===== src/rtl/cpu_pipe_pkg.sv =====
// Shared pipeline constants for the ID-stage hazard scoreboard, forwarding
// unit and decode logic.
//   REG_ADDR_W_DEF : default register address width
//   MAX_LAT_DEF    : default largest non-forwardable result latency
//   LAT_ALU/LAT_LOAD/LAT_MUL : stall cycles a dependant needs per producer class
package cpu_pipe_pkg;

  localparam int REG_ADDR_W_DEF = 5;
  localparam int MAX_LAT_DEF    = 3;

  localparam int LAT_ALU  = 0;
  localparam int LAT_LOAD = 1;
  localparam int LAT_MUL  = 3;

endpackage


===== src/rtl/sb_lat_counter.sv =====
// Single result-latency down-counter for one architectural register.
// Ports:
//   clk     : clock, state on rising edge
//   reset   : synchronous active-high clear
//   set     : load set_val (wins over decrement)
//   set_val : latency to load
//   cnt     : current remaining latency; decrements to zero and holds there
module sb_lat_counter #(
  parameter int LAT_W = 2
) (
  input  logic             clk,
  input  logic             reset,
  input  logic             set,
  input  logic [LAT_W-1:0] set_val,
  output logic [LAT_W-1:0] cnt
);

  always_ff @(posedge clk) begin
    if (reset) begin
      cnt <= '0;
    end else if (set) begin
      cnt <= set_val;
    end else if (cnt != '0) begin
      cnt <= cnt - LAT_W'(1);
    end
  end

endmodule


===== src/rtl/id_hazard_scoreboard.sv =====
// Decode-stage hazard scoreboard. Tracks, per register, how many more cycles
// a recently issued result is not forwardable, and raises stall while any
// decoding source operand reads such a pending register.
// Ports:
//   clk, reset      : clock and synchronous active-high reset
//   issue_valid     : instruction in ID is valid
//   issue_regwrite  : instruction writes a register
//   issue_dst       : destination register
//   issue_lat       : stall cycles a dependant needs (clamped to MAX_LAT)
//   src_valid       : per-source "operand actually read"
//   src_addr        : packed source addresses, source i at [i*REG_ADDR_W +: REG_ADDR_W]
//   flush           : ID instruction squashed this cycle
//   stall           : combinational hold of IF/ID, bubble into ID/EX
//   pending_vec     : bit r set while register r has a non-zero counter
//   stall_cycles    : saturating count of stalled cycles
module id_hazard_scoreboard
  import cpu_pipe_pkg::*;
#(
  parameter int REG_ADDR_W = REG_ADDR_W_DEF,
  parameter int NUM_SRC    = 2,
  parameter int MAX_LAT    = MAX_LAT_DEF,
  parameter int LAT_W      = $clog2(MAX_LAT + 1)
) (
  input  logic                          clk,
  input  logic                          reset,
  input  logic                          issue_valid,
  input  logic                          issue_regwrite,
  input  logic [REG_ADDR_W-1:0]         issue_dst,
  input  logic [LAT_W-1:0]              issue_lat,
  input  logic [NUM_SRC-1:0]            src_valid,
  input  logic [NUM_SRC*REG_ADDR_W-1:0] src_addr,
  input  logic                          flush,
  output logic                          stall,
  output logic [(2**REG_ADDR_W)-1:0]    pending_vec,
  output logic [15:0]                   stall_cycles
);

  localparam int NUM_REGS = 2**REG_ADDR_W;

  logic [NUM_REGS-1:0][LAT_W-1:0] cnt;
  logic [LAT_W-1:0]               lat_clamped;
  logic                           src_hit;
  logic                           rec;

  // Register 0 is hard-wired and never becomes pending.
  assign cnt[0] = '0;

  always_comb begin
    lat_clamped = issue_lat;
    if (issue_lat > LAT_W'(MAX_LAT)) begin
      lat_clamped = LAT_W'(MAX_LAT);
    end
  end

  // Sources are checked against the counters before this instruction's own
  // record, so a self-dependent instruction only stalls on an older producer.
  always_comb begin
    src_hit = 1'b0;
    for (int unsigned i = 0; i < NUM_SRC; i++) begin
      if (src_valid[i] &&
          (src_addr[i*REG_ADDR_W +: REG_ADDR_W] != '0) &&
          (cnt[src_addr[i*REG_ADDR_W +: REG_ADDR_W]] != '0)) begin
        src_hit = 1'b1;
      end
    end
  end

  assign stall = src_hit && issue_valid && !flush;

  // A stalled or squashed instruction is re-presented or discarded, so it
  // must not record; zero-latency results are fully forwardable.
  assign rec = issue_valid && issue_regwrite && !stall && !flush &&
               (issue_dst != '0) && (issue_lat != '0);

  for (genvar r = 1; r < NUM_REGS; r++) begin : g_cnt
    logic set_r;
    assign set_r = rec && (issue_dst == REG_ADDR_W'(r));

    sb_lat_counter #(
      .LAT_W (LAT_W)
    ) u_cnt (
      .clk     (clk),
      .reset   (reset),
      .set     (set_r),
      .set_val (lat_clamped),
      .cnt     (cnt[r])
    );
  end

  always_comb begin
    pending_vec = '0;
    for (int unsigned r = 0; r < NUM_REGS; r++) begin
      pending_vec[r] = (cnt[r] != '0);
    end
  end

  always_ff @(posedge clk) begin
    if (reset) begin
      stall_cycles <= '0;
    end else if (stall && (stall_cycles != '1)) begin
      stall_cycles <= stall_cycles + 16'd1;
    end
  end

endmodule

===== config.mk =====
export PLATFORM = sky130hd
export DESIGN_NAME = id_hazard_scoreboard
export DESIGN_NICKNAME = d
export VERILOG_FILES = /design/src/rtl/cpu_pipe_pkg.sv /design/src/rtl/sb_lat_counter.sv /design/src/rtl/id_hazard_scoreboard.sv
export SDC_FILE = /design/constraint.sdc
export NUM_CORES = 1
export LEC_CHECK = 0
export BUFFER_PORTS_ARGS = -buffer_cell sky130_fd_sc_hd__buf_2
export CORE_MARGIN = 5
export CORE_UTILIZATION = 64
export CTS_CLUSTER_DIAMETER = 100
export DETAILED_ROUTE_END_ITERATION = 6
export PLACE_DENSITY = 0.86
export REMOVE_ABC_BUFFERS = 1
export SYNTH_ARGS = -nofsm -noshare
export SYNTH_HDL_FRONTEND = slang
export SYNTH_SLANG_ARGS = --single-unit

===== constraint.sdc =====
create_clock -name clk -period 7.55 [get_ports clk]
set_input_delay 0.3775 -clock clk [delete_from_list [all_inputs] [get_ports clk]]
set_output_delay 0.3775 -clock clk [all_outputs]
set_load 0.02 [all_outputs]

After elaboration in Yosys (flattened, before gate mapping)
Index checks and enable logic that the tools add are counted.
Word-level totals
  bits in registers: 78
  input port bits: 24
  output and inout bits: 49
  word-level logic and storage cells: 281
Operators by class
  add/subtract/negate cells: 32
  order comparisons: 3
  equality and inequality tests: 32
  multiplexer cells: 69
  reduce and logical (&&, ||, !) cells: 113
Operators with widths (number)
  $mux W2: 65
  $reduce_bool A2 Y1: 65
  $eq A5 B5 Y1 const B: 16
  $sub A2 B1 Y2 const B: 31
  $logic_and A1 B1 Y1: 43
  $eq A5 B4 Y1 const B: 8
  $bmux W2 S5: 2
  $eq A5 B3 Y1 const B: 4
  $add A16 B1 Y16 const B: 1
  $ne A16 B16 Y1 const B: 1
  $reduce_bool A5 Y1: 3
  $lt A5 B6 Y1 const B: 2
  $eq A5 B2 Y1 const B: 2
  $eq A5 B1 Y1 const B: 1
  $gt A2 B2 Y1 const B: 1
  $logic_not A1 Y1: 2
  $mux W1: 2

Logic depth before layout (Yosys ltp)
Gate-level depths: netlist of run 1.
  word-level depth: 15
  depth in mapped cells: 12
  depth with buffers taken out: 9

By module
Synthesis of run 1 repeated with hierarchy kept, for this count alone.
Unflattened totals
  cell total of the unflattened synthesis: 687
  area, all modules: 5879.4 um^2
Modules (own cells, without submodules)
  sb_lat_counter: times used 31, cells an instance 12, area each 121.4 um^2, seq. area each 40.0 um^2
  id_hazard_scoreboard: times used 1, cells an instance 315, area each 2117.0 um^2, seq. area each 320.3 um^2

Worst setup path before layout of run 1
Ideal clock, no wire load.
  kind: input -> register
  from: in src_addr[5]
  to: reg g_cnt[19].u_cnt.cnt[0]
  library setup time: 0.121 ns
  arrival time: 2.706 ns
  data required time: 7.429 ns
  path slack: 4.723 ns
  cell stages on the path: 9
  buffers on the path: 2
  path through: clkbuf_1 mux4_2 a22oi_1 o211a_2 and2_4 inv_4 buf_4 nor4_2 mux2_2
Between the ends
  cells in the longest elaborated chain, start to end: 14
  elaborated cells between the ends (all ways): 17
  classes of those cells: mux (4); reduce/logical (13)
Ends and longest elaborated chain
  start, declared: RTL line id_hazard_scoreboard.sv:31  | input logic [NUM_SRC*REG_ADDR_W-1:0] src_addr,
  $bmux W2 S5: RTL line id_hazard_scoreboard.sv:62  | (cnt[src_addr[i*REG_ADDR_W +: REG_ADDR_W]] != '0)) begin
  $mux W2 (implied by the code): RTL line id_hazard_scoreboard.sv:62
  $reduce_bool A2 Y1: RTL line id_hazard_scoreboard.sv:62
  $logic_and A1 B1 Y1 *: RTL line id_hazard_scoreboard.sv:61  | (src_addr[i*REG_ADDR_W +: REG_ADDR_W] != '0) &&
  $mux W1 *: RTL line id_hazard_scoreboard.sv:60  | if (src_valid[i] &&
  $logic_and A1 B1 Y1 * (2 in a row): RTL line id_hazard_scoreboard.sv:68  | assign stall = src_hit && issue_valid && !flush;
  named net stall: RTL line id_hazard_scoreboard.sv:33  | output logic stall,
  $logic_not A1 Y1 *: RTL line id_hazard_scoreboard.sv:72  | assign rec = issue_valid && issue_regwrite && !stall && !flush &&
  $logic_and A1 B1 Y1 * (3 in a row): RTL line id_hazard_scoreboard.sv:72
  $logic_and A1 B1 Y1 *: RTL line id_hazard_scoreboard.sv:73  | (issue_dst != '0) && (issue_lat != '0);
  $logic_and A1 B1 Y1 *: RTL line id_hazard_scoreboard.sv:77  | assign set_r = rec && (issue_dst == REG_ADDR_W'(r));
  $mux W2 / $reduce_bool A2 Y1 (equally long branches)
  end signal, assigned: RTL line sb_lat_counter.sv:22  | cnt <= set_val;
  end signal, assigned: RTL line sb_lat_counter.sv:24  | cnt <= cnt - LAT_W'(1);
  end, declared: RTL line sb_lat_counter.sv:15  | output logic [LAT_W-1:0] cnt
Mark *: on every way through the listed nets, which the timed path passes. The rest lies on a longest branch. The select of a mux whose other input is x is not followed.
A chain may end at the register's enable or synchronous reset.

Worst setup path after layout of run 1
  from: in src_addr[1]
  to: out stall
Between the ends
  cells in the longest elaborated chain, start to end: 8
  elaborated cells between the ends (all ways): 10
  classes of those cells: mux (4); reduce/logical (6)
Ends and longest elaborated chain (RTL line)
  $bmux W2 S5: id_hazard_scoreboard.sv:62
  $mux W2 (implied by the code): id_hazard_scoreboard.sv:62
  $reduce_bool A2 Y1: id_hazard_scoreboard.sv:62
  $logic_and A1 B1 Y1 *: id_hazard_scoreboard.sv:61
  $mux W1 * (2 in a row): id_hazard_scoreboard.sv:60
  $logic_and A1 B1 Y1 * (2 in a row): id_hazard_scoreboard.sv:68
  end, declared: id_hazard_scoreboard.sv:33
Every way passes the cells marked *; elsewhere a longest branch is shown, timed or not. The select of a mux whose other input is x is not followed.

==> metrics.md, run 1 <==
| Metric | Value |
|---|---|
| Status | complete, no violations |
| Worst min-delay path category | in -> reg |
| Crit Path Class | in -> out |
| Setup slack after placement | 4.20 ns |
| H-tree levels | 3 |
| Psw | 861 uW |
| Fin Hold WS | 0.426 ns |
| Yosys reg bits | between 70 and 80 |
| Core area | ~0.0086 mm^2 |
| P per Cell Area | between 300 and 400 mW/mm^2 |
| CTS tree | built |
| Post-DP Area | 0.00599 mm^2 |
| Pwr Total | 1.95 mW |
| Number of hold violations in the final report | 0 |
| Max cap viols | 0 |
| Crit path DAT | roughly 2.8 ns |
| Critical Path Source Type | input port |
| Share of cells above drive strength 1 | 26.0% |
| Worst reg2reg startpoint | g_cnt[29].u_cnt.cnt[0] |
| Initial core utilization | 65.2% |
| Worst setup margin | about 4.4 ns |
| CP required | roughly 7 ns |
| Vias/cell | a little under 6 |
| Register area share after synthesis | 27.7% |
| ANT cells | 0 |
| Total area of multi-input combinational cells | about 0.0035 mm^2 |
| F_max | between 300 and 400 MHz |
| Syn-to-layout area delta | 9.67% |
| GP Congestion | 0.908 |
| Clk root buf | clkbuf_8 |
| Antenna violations before repair | 0 |
| Number of global-route vias before repair | 5012 |
| Max transition margin | 37.9% |
| Area share of the largest cell type after synthesis | around 28% |
| Critical path capture point type | output port |
| Reg-to-Reg End | g_cnt[31].u_cnt.cnt[1] |
| TritonCTS Buffers | 9 |
| RSZ-0062 raised after global routing | false |
| Post-synth ARST share | 0% |
| Reg clk slew, reported paths | 0.08 ns |
| Post-layout min period | between 3 and 4 ns |
| Setup_tns | 0 ns |
| Synth Area per Inst | between 8 and 9 um^2 |
| CTS Sinks | a little under 80 |
| Synth area leaders | dfxtp_1 28%, mux2_2 12%, nor2_1 8.5% |
| Io pins | 73 |
| Post-cts gate resize count | 0 |
| Sequential share of power | 31.8% |
| Synth Warn # | 0 |
| Max Root-Sink Buffers | 2 |
| Latest clock arrival within the worst-skew pair | ~0.36 ns |
| Transition time of the tightest slew-check pin | roughly 0.93 ns |
| Number of synthesized flops with an enable pin | 0 |
| Sequential Area | 0.00156 mm^2 |
| End of the worst hold path | g_cnt[13].u_cnt.cnt[0] |
| Layout fillers | 667 |
| Core Util, Final | 71.5% |
| Fin Clk Skew | approximately 0.009 ns |
| Min-Delay Startpoint | issue_lat[0] |
| Gr usage total | approximately a quarter |
| Drt initial violations | around 390 |
| Cell count of the worst hold path | 3 |
| DRC | 0 |
| Placed Cells incl. Taps | approximately 840 |
| Static Leak | about 2.8 nW |
| Clock power frac | 15.3% |
| Cts hold-fix bufs | 0 |
| Post-synthesis cell type count | 57 |
| Top post-synthesis cells by count | 127 x nor2_1, 99 x inv_1, 78 x dfxtp_1 |
| Hpwl dp | around 9.7 mm |
| Max IR drop VDD | between 0.00015 and 0.0002 V |
| Area leader, netlist | dfxtp_1 |
| Final WL | ~14 mm |
| I/O Buffers | 71 |
| Die Height | ~100 um |
| Critical path launch point | src_addr[1] |
| Total grt overflow | 0 |
| Largest net degree at the start of global routing | between 90 and 100 |
| Fin cells | between 800 and 900 |
| Cells on worst reg2reg path | 9 |
| First-pass GRT wire length | 23.3 mm |
| Post-CTS setup buffer count | 0 |
| Switching part of the total power | ~44% |
| Count of pins over their slew limit | 0 |
| Tcrit/Tclk final | 42.0% |
| Post-Syn Area | between 0.005 and 0.006 mm^2 |
| Reg2reg setup slack | between 4 and 5 ns |
| Die X | ~100 um |
| Rows | 34 |
| Most frequent cell after synthesis | nor2_1 |
| Final net count | between 800 and 900 |
| Internal Power | 1.09 mW |
| DRT antenna net count | 0 |
| Ys flop type | dfxtp_1 |
| Peak fanout along the critical path | 28 |
| DR pass1 iterations | 5 |
| Combinational share of power | about 53% |
| Gate Count Post-Synth | about 690 |
| Final setup fails | 0 |
| DR WL/cell | ~16 um |
| Full die area | about 0.011 mm^2 |
| Total number of vias | between 5000 and 6000 |
| Final Cell Area | 0.00617 mm^2 |
[worst max-delay path by stage]
| stage | endpoint | slack (ns) | depth (start not counted) |
|---|---|---|---|
| final | stall | 4.38 | 9 |
| after global routing | stall | 4.26 | 9 |
| after CTS | stall | 4.44 | 9 |
| after detailed placement | g_cnt[31].u_cnt.cnt[1] | 4.20 | 10 |
| after global placement | g_cnt[9].u_cnt.cnt[0] | 4.28 | 10 |
| after floorplan | g_cnt[13].u_cnt.cnt[1] | 4.63 | 4 |
[worst max-delay path: stages]
cell and delay [ns]:
buf_2 0.40, nor2_1 0.13, a311oi_1 0.40, a221oi_2 0.10, a311o_1 0.35, a31o_4 0.28
and2_4 0.17, inv_4 0.32, buf_2 0.25
[per-layer routing]
metal	wire [um]	share of wire, %	up-vias	global-route usage, %
li1	-	-	2455	-
met5	0	0	-	0
met4	426	3.0	0	11.1
met1	5830	42	2353	31.2
met3	989	7.1	43	5.47
met2	6780	48	203	43.4
[final cells by class]
cell class	count	share of cell area (%)
tap	108	2.19
clock buffer	9	2.01
clock inverter	7	0.973
timing repair buffer	75	6.24
multi-input combinational	481	57.2
inverter	100	6.12
sequential	78	25.3
[registers in the layout, indices dropped and copies added, names as in the netlist]
| name | count |
|---|---|
| g_cnt.u_cnt.cnt | 62 |
| stall_cycles | 16 |
[cells in the final DEF (no fill, tap or decap), types with 5 or more instances in the layout]
master    instances
nand2b_1          6
xor2_1           31
nand4_1           6
mux2_4            6
nor3_1           18
nor2_1          127
ha_1             32
clkbuf_8          9
a31oi_1           8
nor4_2           19
buf_2            71
inv_1            99
o21ai_0          13
clkinv_4          5
dfxtp_1          78
nand2_1          16
nor4_1            8
mux2_2           60
nor2b_1          10
mux4_2            6
a21oi_1          40
nand3_1          10
[power by group through the flow]
stage | Sequential, mW | Combinational (mW) | Clock, mW
floorplan | 0.604 | 0.781 | 0
global placement | 0.619 | 0.963 | 0
detailed placement | 0.627 | 1.02 | 0
CTS | 0.618 | 1.03 | 0.303
global route | 0.633 | 1.16 | 0.322
finish | 0.621 | 1.03 | 0.298
[kinds of logic (layout without fill, tap and decap cells)]
logic type	Yosys count	in the layout	share of synthesized area (%)
AOI/OAI and AO/OA	89	89	10.0
xor gates and xnor gates	32	32	4.98
adders and majority gates	32	32	7.11
buffers and inverters	133	191	9.56
DFF	78	78	27.7
muxes	73	73	16.2
other	1	1	0.0666
and+or+nand+nor	254	254	24.3
(Power assumes the default switching activity.)
==> inputs of run 2 (changes only) <==
CORE_UTILIZATION = 59   (was 64)
PLACE_DENSITY = 0.8   (was 0.86)
clock period = 2.95 ns   (was 7.55 ns; I/O delays follow)
==> metrics.md, run 2 (same netlist as run 1, synthesis figures left out) <==
| Metric | Value |
|---|---|
| H-tree levels | 3 (unchanged) |
| Commonest cells after routing, fill and taps aside | 127 x nor2_1, 99 x inv_1, 78 x dfxtp_1 |
| ANT cells | 0 (unchanged) |
| Tcrit/Tclk final | slightly below 100% |
| Latest clock arrival within the worst-skew pair | 0.36 ns (about the same) |
| DRT antenna net count | 0 (unchanged) |
| Share of cells above drive strength 1 | 27.5% (+1.5 points) |
| Pwr Total | 5.06 mW (+160%) |
| Final WL | 14.2 mm (+1.3%) |
| DR WL/cell | 15.9 um (-2.7%) |
| Most common cell after layout, fill and taps aside | nor2_1 |
| Top Usage Layer GRT | met2 |
| Largest net degree at the start of global routing | 48 (-47%) |
| Die X | 108 um (+3.7%) |
| GR Util met2 | 42.9% (-0.55 points) |
| Total grt overflow | 0 (unchanged) |
| Max reg flops | 62 (unchanged) |
| I/O Buffers | 71 (unchanged) |
| CTS Sinks | 78 (unchanged) |
| Die Height | 108 um (+3.7%) |
| Total number of vias | 5072 (+0.36%) |
| Critical Path Source Type | flop |
| Final net count | 815 (+1.7%) |
| Crit Path Class | reg -> reg |
| P per Cell Area | 791 mW/mm^2 (+150%) |
| Syn-to-layout area delta | 13.8% |
| Core area | 0.00928 mm^2 (+7.5%) |
| Cts hold-fix bufs | 0 (unchanged) |
| Post-layout min period | between 2 and 3 ns |
| Status | complete, no violations |
| Top flop regs | g_cnt.u_cnt.cnt (62), stall_cycles (16) |
| First-pass GRT wire length | 23.5 mm (+0.54%) |
| Clk root buf | clkbuf_8 |
| Vias/cell | 5.68 (-3.6%) |
| Critical path capture point type | flop |
| Number of global-route vias before repair | 4937 (-1.5%) |
| Most flop-heavy register | g_cnt.u_cnt.cnt |
| Gr usage total | 25.3% (-0.35 points) |
| CP required | 3.20 ns (-3.97 ns) |
| Max IR drop VDD | 0.000480 V (+150%) |
| Rows | 35 (+2.9%) |
| Hpwl dp | 10.3 mm (+6.9%) |
| Fin Hold WS | 0.232 ns (-0.194 ns) |
| Layout fillers | 763 (+14%) |
| Global Route met1 Usage | 31.7% (+0.46 points) |
| F_max | roughly 350 MHz |
| DRC | 0 (unchanged) |
| Antenna violations before repair | 0 (unchanged) |
| Drt initial violations | 293 (-25%) |
| Reg2reg setup slack | 0.08 ns (-4.41 ns) |
| Worst min-delay path category | in -> reg |
| Final setup fails | 0 (unchanged) |
| DR pass1 iterations | 4 (-1) |
| Max cap viols | 0 (unchanged) |
| Count of pins over their slew limit | 0 (unchanged) |
| GP Congestion | 0.887 (-2.3%) |
| Reg clk slew, reported paths | 0.08 ns (about the same) |
| CTS tree | built |
| TritonCTS Buffers | 9 (unchanged) |
| Fin Clk Skew | 0.00931 ns (+0.0000344 ns) |
| Io pins | 73 (unchanged) |
| Initial core utilization | 60.6% (-4.5 points) |
| Full die area | 0.0116 mm^2 (+7.6%) |
| Peak fanout along the critical path | 21 (-25%) |
| M3 GR Usage | 4.92% (-0.55 points) |
| Crit path DAT | 3.13 ns (+0.33 ns) |
| Static Leak | 2.85 nW (+3.4%) |
| Max Root-Sink Buffers | 2 (unchanged) |
| Transition time of the tightest slew-check pin | 0.697 ns (-0.234 ns) |
| Number of hold violations in the final report | 0 (unchanged) |
| Max transition margin | 53.5% (+16 points) |
==> run 2: cell type report <==
class | count | area, um^2 | area share, %
multi-input combinational | 481 | 3590 | 56.1
sequential | 78 | 1560 | 24.4
timing repair buffer | 89 | 515 | 8.05
inverter | 100 | 383 | 5.98
tap | 129 | 161 | 2.52
clock buffer | 10 | 128 | 1.99
clock inverter | 6 | 62.6 | 0.977
==> run 2: timing repair <==
item	CTS	global route
resized for setup	1	9
pin swaps	0	5
endpoints found under the setup margin	2	32
setup buffers	0	1
==> run 2: worst paths after layout <==
path	startpoint	endpoint	cells past startpoint
worst max-delay path	g_cnt[29].u_cnt.cnt[0]	g_cnt[2].u_cnt.cnt[1]	10
worst min-delay path	issue_lat[0]	g_cnt[17].u_cnt.cnt[0]	3
worst max register to register	g_cnt[29].u_cnt.cnt[0]	g_cnt[2].u_cnt.cnt[1]	10
worst min register to register	stall_cycles[11]	stall_cycles[11]	2
==> run 2: metrics by stage <==
step / instance area, um^2 / utilization (%) / TNS [ns] / cells / setup WS [ns]
floorplan: 5470 / - / 0 / 659 / 0.117
global placement: 6140 / 66.1 / 0 / 876 / 0.111
detailed placement: 6140 / 66.1 / 0 / 876 / 0.0376
CTS: 6330 / 68.2 / 0 / 892 / 0.0262
global route: 6400 / 69.0 / -0.102 / 893 / -0.0520
finish: 6400 / 69.0 / 0 / 893 / 0.0780
==> run 2: worst max-delay path, stage by stage (launching register included) <==
cell	delay (ns)
dfxtp_1	0.35
or4b_1	0.52
o311a_1	0.15
a221oi_2	0.26
a311o_1	0.16
a31o_4	0.16
and2_4	0.17
inv_8	0.09
buf_12	0.16
nor4_2	0.36
mux2_2	0.37
==> run 2: routing by layer <==
metal / vias to the layer above / wire [um]
li1: 2477 / -
met1: 2375 / 5970
met2: 183 / 6900
met3: 37 / 945
met4: 0 / 386
met5: - / 0
==> run 2: where the power goes <==
part,internal [mW],switching (mW)
registers,1.33,0.260
clock network,0.390,0.420
logic,1.17,1.49
total,2.89,2.17
